--- src/rtl/dma_regfile_pkg.sv ---
// Shared definitions for the DMA channel register file.
//   - Offset helpers: the CPU register map is a function of the channel count.
//   - Mode layout: the stored mode is cpu_wdata[7:2]. Bit 5 selects address
//     decrement and bit 4 selects autoinitialize.
//   - Command and status bit positions.
package dma_regfile_pkg;

  localparam int DEC_BIT      = 5;
  localparam int AUTOINIT_BIT = 4;

  localparam int STAT_TC_LSB  = 0;
  localparam int STAT_REQ_LSB = 4;

  typedef struct packed {
    logic       dec;       // [5] address decrement
    logic       autoinit;  // [4] reload base registers on TC
    logic [3:0] misc;      // [3:0] passed through to the timing FSM
  } mode_t;

  typedef struct packed {
    logic dack_hi;    // [7]
    logic dreq_lo;    // [6]
    logic ext_wr;     // [5]
    logic rot_pri;    // [4]
    logic compr_tim;  // [3]
    logic ctrl_dis;   // [2]
    logic ch0_hold;   // [1]
    logic mem2mem;    // [0]
  } cmd_t;

  function automatic int off_cmd   (int n); return 2*n;     endfunction
  function automatic int off_stat  (int n); return 2*n + 1; endfunction
  function automatic int off_mask  (int n); return 2*n + 2; endfunction
  function automatic int off_mode  (int n); return 2*n + 3; endfunction
  function automatic int off_clrbp (int n); return 2*n + 4; endfunction
  function automatic int off_mclr  (int n); return 2*n + 5; endfunction
  function automatic int off_clrmsk(int n); return 2*n + 6; endfunction
  function automatic int off_allmsk(int n); return 2*n + 7; endfunction

endpackage

--- src/rtl/dma_channel_regfile_byte_ptr.sv ---
// Byte pointer shared by all multi-byte address and count accesses.
// The pointer counts 0..NB-1 and then wraps back to 0. Clear has priority
// over advance.
// Ports:
//   clk, resetN : clock and synchronous active-low reset
//   clr_i       : force the pointer to 0
//   adv_i       : advance the pointer after a byte access
//   bp_o        : current byte index
module dma_byte_ptr #(
  parameter  int NB   = 2,
  localparam int BP_W = (NB > 1) ? $clog2(NB) : 1
) (
  input  logic            clk,
  input  logic            resetN,
  input  logic            clr_i,
  input  logic            adv_i,
  output logic [BP_W-1:0] bp_o
);

  logic [BP_W-1:0] bp_q;

  always_ff @(posedge clk) begin
    if (!resetN || clr_i)
      bp_q <= '0;
    else if (adv_i)
      bp_q <= (bp_q == BP_W'(NB-1)) ? '0 : bp_q + BP_W'(1);
  end

  assign bp_o = bp_q;

endmodule

--- src/rtl/dma_channel_regfile.sv ---
// Register file for a DMA channel. The CPU programs it byte-serially over an
// 8-bit port. The transfer side updates the address and count registers,
// detects terminal count, performs autoinit reload and sets the mask on TC.
// Optional macro: DMA_SW_REQ_EN enables the software request register.
// Ports:
//   clk, resetN          : clock and synchronous active-low reset
//   cpu_wr/cpu_rd        : single-cycle CPU strobes
//   cpu_addr/cpu_wdata   : register offset and write data
//   cpu_rdata            : registered read data, held until the next read
//   xfer_step/xfer_ch    : one completed transfer on the channel xfer_ch
//   cur_addr_o/cur_count_o/mode_o : live view of channel xfer_ch
//   command_o, mask_o, sw_req_o   : control state
//   tc_o                 : one-cycle terminal-count pulse
module dma_channel_regfile import dma_regfile_pkg::*; #(
  parameter  int NUM_CH = 4,
  parameter  int REG_W  = 16,
  localparam int NB     = REG_W/8,
  localparam int A_W    = $clog2(2*NUM_CH+8),
  localparam int CH_W   = (NUM_CH > 1) ? $clog2(NUM_CH) : 1
) (
  input  logic              clk,
  input  logic              resetN,
  input  logic              cpu_wr,
  input  logic              cpu_rd,
  input  logic [A_W-1:0]    cpu_addr,
  input  logic [7:0]        cpu_wdata,
  output logic [7:0]        cpu_rdata,
  input  logic              xfer_step,
  input  logic [CH_W-1:0]   xfer_ch,
  output logic [REG_W-1:0]  cur_addr_o,
  output logic [REG_W-1:0]  cur_count_o,
  output logic [5:0]        mode_o,
  output logic [7:0]        command_o,
  output logic [NUM_CH-1:0] mask_o,
  output logic [NUM_CH-1:0] sw_req_o,
  output logic              tc_o
);

  localparam int BP_W = (NB > 1) ? $clog2(NB) : 1;
  localparam logic [31:0] OFF_CMD    = 32'(off_cmd(NUM_CH));
  localparam logic [31:0] OFF_STAT   = 32'(off_stat(NUM_CH));
  localparam logic [31:0] OFF_MASK   = 32'(off_mask(NUM_CH));
  localparam logic [31:0] OFF_MODE   = 32'(off_mode(NUM_CH));
  localparam logic [31:0] OFF_CLRBP  = 32'(off_clrbp(NUM_CH));
  localparam logic [31:0] OFF_MCLR   = 32'(off_mclr(NUM_CH));
  localparam logic [31:0] OFF_CLRMSK = 32'(off_clrmsk(NUM_CH));
  localparam logic [31:0] OFF_ALLMSK = 32'(off_allmsk(NUM_CH));

  logic [NUM_CH-1:0][REG_W-1:0] base_addr_q, base_addr_d, cur_addr_q, cur_addr_d;
  logic [NUM_CH-1:0][REG_W-1:0] base_cnt_q, base_cnt_d, cur_cnt_q, cur_cnt_d;
  mode_t [NUM_CH-1:0]           mode_q, mode_d;
  cmd_t                         command_q, command_d;
  logic [NUM_CH-1:0]            mask_q, mask_d, req_q, req_d, tcf_q, tcf_d;
  logic [7:0]                   rdata_q, rdata_d;
  logic                         tc_q, tc_d;

  logic [BP_W-1:0]   bp;
  logic [31:0]       off;
  logic              rd_en, rw_reg, mclr, bp_clr;
  logic [NUM_CH-1:0] wr_hit;
  int                bsel;

  // A write wins over a read in the same cycle. Master clear behaves exactly
  // like reset, so it is folded into the reset term of the register process.
  always_comb begin
    off    = 32'(cpu_addr);
    rd_en  = cpu_rd & ~cpu_wr;
    rw_reg = (cpu_wr | rd_en) && (off < OFF_CMD);
    mclr   = cpu_wr && (off == OFF_MCLR);
    bp_clr = cpu_wr && (off == OFF_CLRBP);
    bsel   = 8*int'(bp);
  end

  dma_byte_ptr #(.NB(NB)) u_bp (
    .clk    (clk),
    .resetN (resetN),
    .clr_i  (bp_clr | mclr),
    .adv_i  (rw_reg),
    .bp_o   (bp)
  );

  always_comb begin
    base_addr_d = base_addr_q;
    cur_addr_d  = cur_addr_q;
    base_cnt_d  = base_cnt_q;
    cur_cnt_d   = cur_cnt_q;
    mode_d      = mode_q;
    command_d   = command_q;
    mask_d      = mask_q;
    req_d       = req_q;
    tcf_d       = tcf_q;
    rdata_d     = rdata_q;
    tc_d        = 1'b0;
    wr_hit      = '0;

    // CPU writes are applied first, so TC effects below override them.
    for (int c = 0; c < NUM_CH; c++) begin
      wr_hit[c] = cpu_wr && (off < OFF_CMD) && (off[31:1] == 31'(c));
      if (wr_hit[c]) begin
        if (!off[0]) begin
          base_addr_d[c][bsel +: 8] = cpu_wdata;
          cur_addr_d[c][bsel +: 8]  = cpu_wdata;
        end else begin
          base_cnt_d[c][bsel +: 8] = cpu_wdata;
          cur_cnt_d[c][bsel +: 8]  = cpu_wdata;
        end
      end
      if (cpu_wr && cpu_wdata[1:0] == 2'(c)) begin
        if (off == OFF_MASK) mask_d[c] = cpu_wdata[2];
        if (off == OFF_MODE) mode_d[c] = mode_t'(cpu_wdata[7:2]);
`ifdef DMA_SW_REQ_EN
        if (off == OFF_STAT) req_d[c] = cpu_wdata[2];
`endif
      end
    end
    if (cpu_wr && off == OFF_CMD)    command_d = cmd_t'(cpu_wdata);
    if (cpu_wr && off == OFF_CLRMSK) mask_d    = '0;
    if (cpu_wr && off == OFF_ALLMSK) mask_d    = cpu_wdata[NUM_CH-1:0];

    // The status read clears the flags before new TCs are merged in, so a
    // TC in the same cycle survives the read.
    if (rd_en && off == OFF_STAT) tcf_d = '0;

    // A CPU write to the stepping channel's address or count drops the
    // step entirely.
    for (int c = 0; c < NUM_CH; c++) begin
      if (xfer_step && 32'(xfer_ch) == 32'(c) && !wr_hit[c]) begin
        cur_addr_d[c] = mode_q[c][DEC_BIT] ? cur_addr_q[c] - REG_W'(1)
                                           : cur_addr_q[c] + REG_W'(1);
        cur_cnt_d[c]  = cur_cnt_q[c] - REG_W'(1);
        if (cur_cnt_q[c] == '0) begin
          tc_d     = 1'b1;
          tcf_d[c] = 1'b1;
          req_d[c] = 1'b0;
          if (mode_q[c][AUTOINIT_BIT]) begin
            cur_addr_d[c] = base_addr_q[c];
            cur_cnt_d[c]  = base_cnt_q[c];
          end else begin
            mask_d[c] = 1'b1;
          end
        end
      end
    end

    if (rd_en) begin
      rdata_d = 8'h00;
      if (off < OFF_CMD) begin
        for (int c = 0; c < NUM_CH; c++)
          if (off[31:1] == 31'(c))
            rdata_d = off[0] ? cur_cnt_q[c][bsel +: 8] : cur_addr_q[c][bsel +: 8];
      end else if (off == OFF_STAT) begin
        for (int j = 0; j < NUM_CH; j++) begin
          rdata_d[STAT_TC_LSB+j]  = tcf_q[j];
          rdata_d[STAT_REQ_LSB+j] = req_q[j];
        end
      end
    end
  end

  always_ff @(posedge clk) begin
    if (!resetN || mclr) begin
      base_addr_q <= '0;
      cur_addr_q  <= '0;
      base_cnt_q  <= '0;
      cur_cnt_q   <= '0;
      mode_q      <= '0;
      command_q   <= '0;
      mask_q      <= '1;
      req_q       <= '0;
      tcf_q       <= '0;
      rdata_q     <= '0;
      tc_q        <= 1'b0;
    end else begin
      base_addr_q <= base_addr_d;
      cur_addr_q  <= cur_addr_d;
      base_cnt_q  <= base_cnt_d;
      cur_cnt_q   <= cur_cnt_d;
      mode_q      <= mode_d;
      command_q   <= command_d;
      mask_q      <= mask_d;
      req_q       <= req_d;
      tcf_q       <= tcf_d;
      rdata_q     <= rdata_d;
      tc_q        <= tc_d;
    end
  end

  // Live view of the active channel. Out-of-range channels read as zero.
  always_comb begin
    cur_addr_o  = '0;
    cur_count_o = '0;
    mode_o      = '0;
    for (int c = 0; c < NUM_CH; c++) begin
      if (32'(xfer_ch) == 32'(c)) begin
        cur_addr_o  = cur_addr_q[c];
        cur_count_o = cur_cnt_q[c];
        mode_o      = mode_q[c];
      end
    end
  end

  assign cpu_rdata = rdata_q;
  assign command_o = command_q;
  assign mask_o    = mask_q;
  assign tc_o      = tc_q;
`ifdef DMA_SW_REQ_EN
  assign sw_req_o  = req_q;
`else
  assign sw_req_o  = '0;
`endif

endmodule
--- config.mk ---
export PLATFORM = sky130hd
export DESIGN_NAME = dma_channel_regfile
export DESIGN_NICKNAME = d
export VERILOG_FILES = /design/src/rtl/dma_regfile_pkg.sv /design/src/rtl/dma_channel_regfile_byte_ptr.sv /design/src/rtl/dma_channel_regfile.sv
export SDC_FILE = /design/constraint.sdc
export NUM_CORES = 1
export LEC_CHECK = 0
export ABC_CLOCK_PERIOD_IN_PS = 3800
export CAP_MARGIN = 20
export CORE_MARGIN = 10
export CORE_UTILIZATION = 55
export DETAILED_ROUTE_END_ITERATION = 12
export PLACE_DENSITY = 0.77
export SYNTH_ARGS = -nofsm -noshare
export SYNTH_HDL_FRONTEND = slang
export SYNTH_SLANG_ARGS = --single-unit
--- constraint.sdc ---
create_clock -name clk -period 3.8 [get_ports clk]
set_input_delay 0.38 -clock clk [delete_from_list [all_inputs] [get_ports clk]]
set_output_delay 0.38 -clock clk [all_outputs]
set_load 0.02 [all_outputs]
==> Implementation_results.wiki <==
{| class="wikitable"
! Metric !! Value
|-
| Run status || completed
|-
| Maximum fanout encountered on the critical timing path || 45
|-
| Clock edge transition at the registers on the reported setup and hold paths || around 0.06 ns
|-
| Clock latency on the worst-skew pair || 0.53 ns
|-
| Clk Tree Root Cell || clkbuf_16
|-
| First-pass GRT wire length || between 90,000 and 100,000 µm
|-
| Final standard cell utilization of the core || ~63%
|-
| Number of max-cap violations || 0
|-
| Pin count of the biggest net entering global routing || approximately 120
|-
| TritonCTS clock tree || yes
|-
| Synthesized instance count || approximately 2,200
|-
| VDD IR max || ~0.33 mV
|-
| 1st-pass router iterations || 6
|-
| Initial Util || 55.7%
|-
| Number of synthesized flops with an enable pin || 0
|-
| Yosys warning count || 0
|-
| Commonest non-fill, non-tap cells in the layout || nand2_1, a21oi_1, dfxtp_1
|-
| Post CTS Setup Buffer Count || 0
|-
| Number of clock sinks || 306
|-
| Final setup TNS || 0 ns
|-
| Data required, critical path || 4.24 ns
|-
| Finished layout cell area || about 20,000 µm²
|-
| Resized cells post-CTS || 0
|-
| DR iter-0 viols || 2,037
|-
| Final weighted congestion in routability-driven placement || roughly 1
|-
| Top cell type's share of synthesized area || ~34%
|-
| Cell type with the largest total area after synthesis || dfxtp_1
|-
| Total leakage power || ~7.7 nW
|-
| Area contributors post-synth || dfxtp_1, mux4_2, a21oi_1
|-
| Post-placement cell count || about 2,600
|-
| DR WL/cell || 23.8 µm
|-
| Max Clock Freq || between 0.3 and 0.4 GHz
|-
| Critical path start-end classification || register to register
|-
| Critical path startpoint category || register
|-
| Number of storage elements in the synthesis netlist || just over 300
|-
| Antenna violations before repair || 2
|-
| Worst hold path cell count || 2
|-
| Worst setup margin || 0.710 ns
|-
| Element type at the critical path end || register
|-
| Final nets || 2,267
|-
| Number of vias per cell after detailed routing || roughly 6.7
|-
| Mapped Area || around 18,000 µm²
|-
| Unique masters post-synth || 64
|-
| Sequential cell area fraction in the yosys report || 33.9%
|-
| Final Cycle Share || around 81%
|-
| Arrival time of the worst setup path || ~3.5 ns
|-
| Antenna Diode Count || 0
|-
| Count of unresolved DRC violations after routing || 0
|-
| Post-synthesis mux area share || around an eighth
|-
| Post-DRT Antenna Nets || 0
|-
| Number of rows in the core area || 66
|-
| Complex-gate fraction of the synthesized area || 22.9%
|-
| CTS buffer count || 35
|-
| RSZ-0062 raised after global routing || no
|-
| I/O Pins || 82
|-
| Area growth from synthesis to layout || 12.7%
|-
| Die width || approximately 200 µm
|-
| Vert. Die Dim || just over 200 µm
|-
| Worst Hold Margin || around 0.45 ns
|-
| Post-Synthesis Mean Instance Area || 8.29 µm²
|-
| Post-route non-filler standard cell count || 2,646
|-
| Buffer levels on the longest clock path || 3
|-
| Hold Path Class || register to register
|-
| Post-synthesis share of cell area spent on full adders, half adders and majority gates || 4.66%
|-
| Placed Area || about 19,000 µm²
|-
| Final setup viols || 0
|-
| Max-slew violations || 0
|-
| Final Hold Vio Count || 0
|-
| Time the worst path needs with I/O delays and setup || ~3.1 ns
|-
| Share of cells above drive strength 1 || between 10 and 15%
|-
| Commonest non-fill, non-tap cell in the layout || nand2_1
|-
| Number of hold buffers added after cts || 0
|-
| Core footprint || ~32,000 µm²
|-
| PnR Total Power || 8.27 mW
|-
| Count of cells along the worst register-to-register path || 9
|-
| Routed Wire Length || ~63,000 µm
|-
| Worst-margin pin slew || ~1.2 ns
|-
| Global-route congestion overflow total || 0
|-
| Count of buffers inserted at the top-level ports || 77
|-
| Normalized max-slew margin || between 10% and 20%
|-
| Ratio of total power to cell area || about 400 nW/µm²
|-
| Post-synthesis simple-gate area fraction || between 10% and 20%
|-
| Dominant combinational cell family by area after synthesis || compound AO/OA/AOI/OAI gates
|-
| Maximum level of the CTS H-tree || 2
|-
| Half-perimeter wire length after placement || about 44,000 µm
|-
| Prevailing post-synth register cell || dfxtp_1
|-
| Total Die Area || 40,500 µm²
|-
| Via count of the first global-routing pass || about 17,000
|-
| Synth async-reset ratio || 0%
|-
| Final clock skew || approximately 0.016 ns
|-
| Xor/xnor share of the synthesized area || under 10%
|-
| Pre-CTS setup slack || roughly 0.53 ns
|-
| Via count || around 18,000
|-
| Global-route usage over all layers || about 30%
|}
-- critical path, cell delays in order (launching register included) --
cell	delay (ns)
dfxtp_1	0.37
inv_1	0.08
ha_1	0.18
or3b_4	0.41
or4_4	0.50
or4b_4	0.77
nand3_2	0.16
o21ai_1	0.07
a221o_1	0.31
a31oi_1	0.15
-- cells by family (layout without fill, tap and decap cells) --
group	count (synthesis)	count (layout)
AND/OR/NAND/NOR	703	703
AO/OA/AOI/OAI	686	686
flip-flops	306	306
buffers and inverters	200	218
multiplexers	124	124
XOR/XNOR	98	98
adder cells (fa/ha/maj)	65	65
other	1	4
-- synth_stat cells (7+ instances only) --
library cell,number
nand2_1,418
a21oi_1,325
dfxtp_1,306
clkbuf_1,150
o21ai_0,120
nor2_1,90
o221ai_1,87
mux4_2,78
ha_1,61
xnor2_1,59
a31oi_1,40
mux2i_1,40
nand3_1,40
xor2_1,39
nor3_1,35
a21o_1,28
inv_1,19
nor4_1,19
buf_1,18
nor2b_1,17
a221oi_1,14
nand2b_1,14
nand4_1,13
a211oi_1,10
and3_1,10
o31ai_1,10
or3_1,10
or4_1,9
a22oi_1,8
buf_2,7
-- final timing paths --
check / end / startpoint / slack, ns
hold / removal: base_addr_q[51] / base_addr_q[51] / 0.45
setup / recovery: cur_addr_q[59] / cur_cnt_q[48] / 0.71
setup reg to reg: cur_addr_q[59] / cur_cnt_q[48] / 0.71
hold reg to reg: base_addr_q[51] / base_addr_q[51] / 0.45
-- metal layers --
metal  GRT usage, %  wire (µm)
met1           37.9      24600
met2           45.9      27900
met3           7.66       7190
met4           14.4       3320
met5              0         25
-- layout make-up --
type	instances	area, µm²
sequential	306	6130
clock inverter	8	129
tap	442	553
multi-input combinational	1680	11200
clock buffer	50	1010
inverter	19	71.3
timing repair buffer	141	1270
fill	2807	12100
-- power breakdown --
| group | total [mW] | switching [mW] | leakage (nW) | internal (mW) |
|---|---|---|---|---|
| Combinational | 1.31 | 0.767 | 4.64 | 0.545 |
| Clock | 3.44 | 1.38 | 0.557 | 2.06 |
| Sequential | 3.52 | 0.213 | 2.48 | 3.31 |
| Total | 8.27 | 2.36 | 7.68 | 5.91 |
-- flip-flops by register name, summed over array words and instances (netlist names) --
| name | cells |
|---|---|
| mode_q | 24 |
| cur_cnt_q | 64 |
| tcf_q | 4 |
| base_addr_q | 64 |
| cur_addr_q | 64 |
| base_cnt_q | 64 |
| mask_o | 4 |
| command_o | 8 |
| u_bp.bp_o | 1 |
| tc_o | 1 |
| cpu_rdata | 8 |
(Power assumes the default switching activity.)
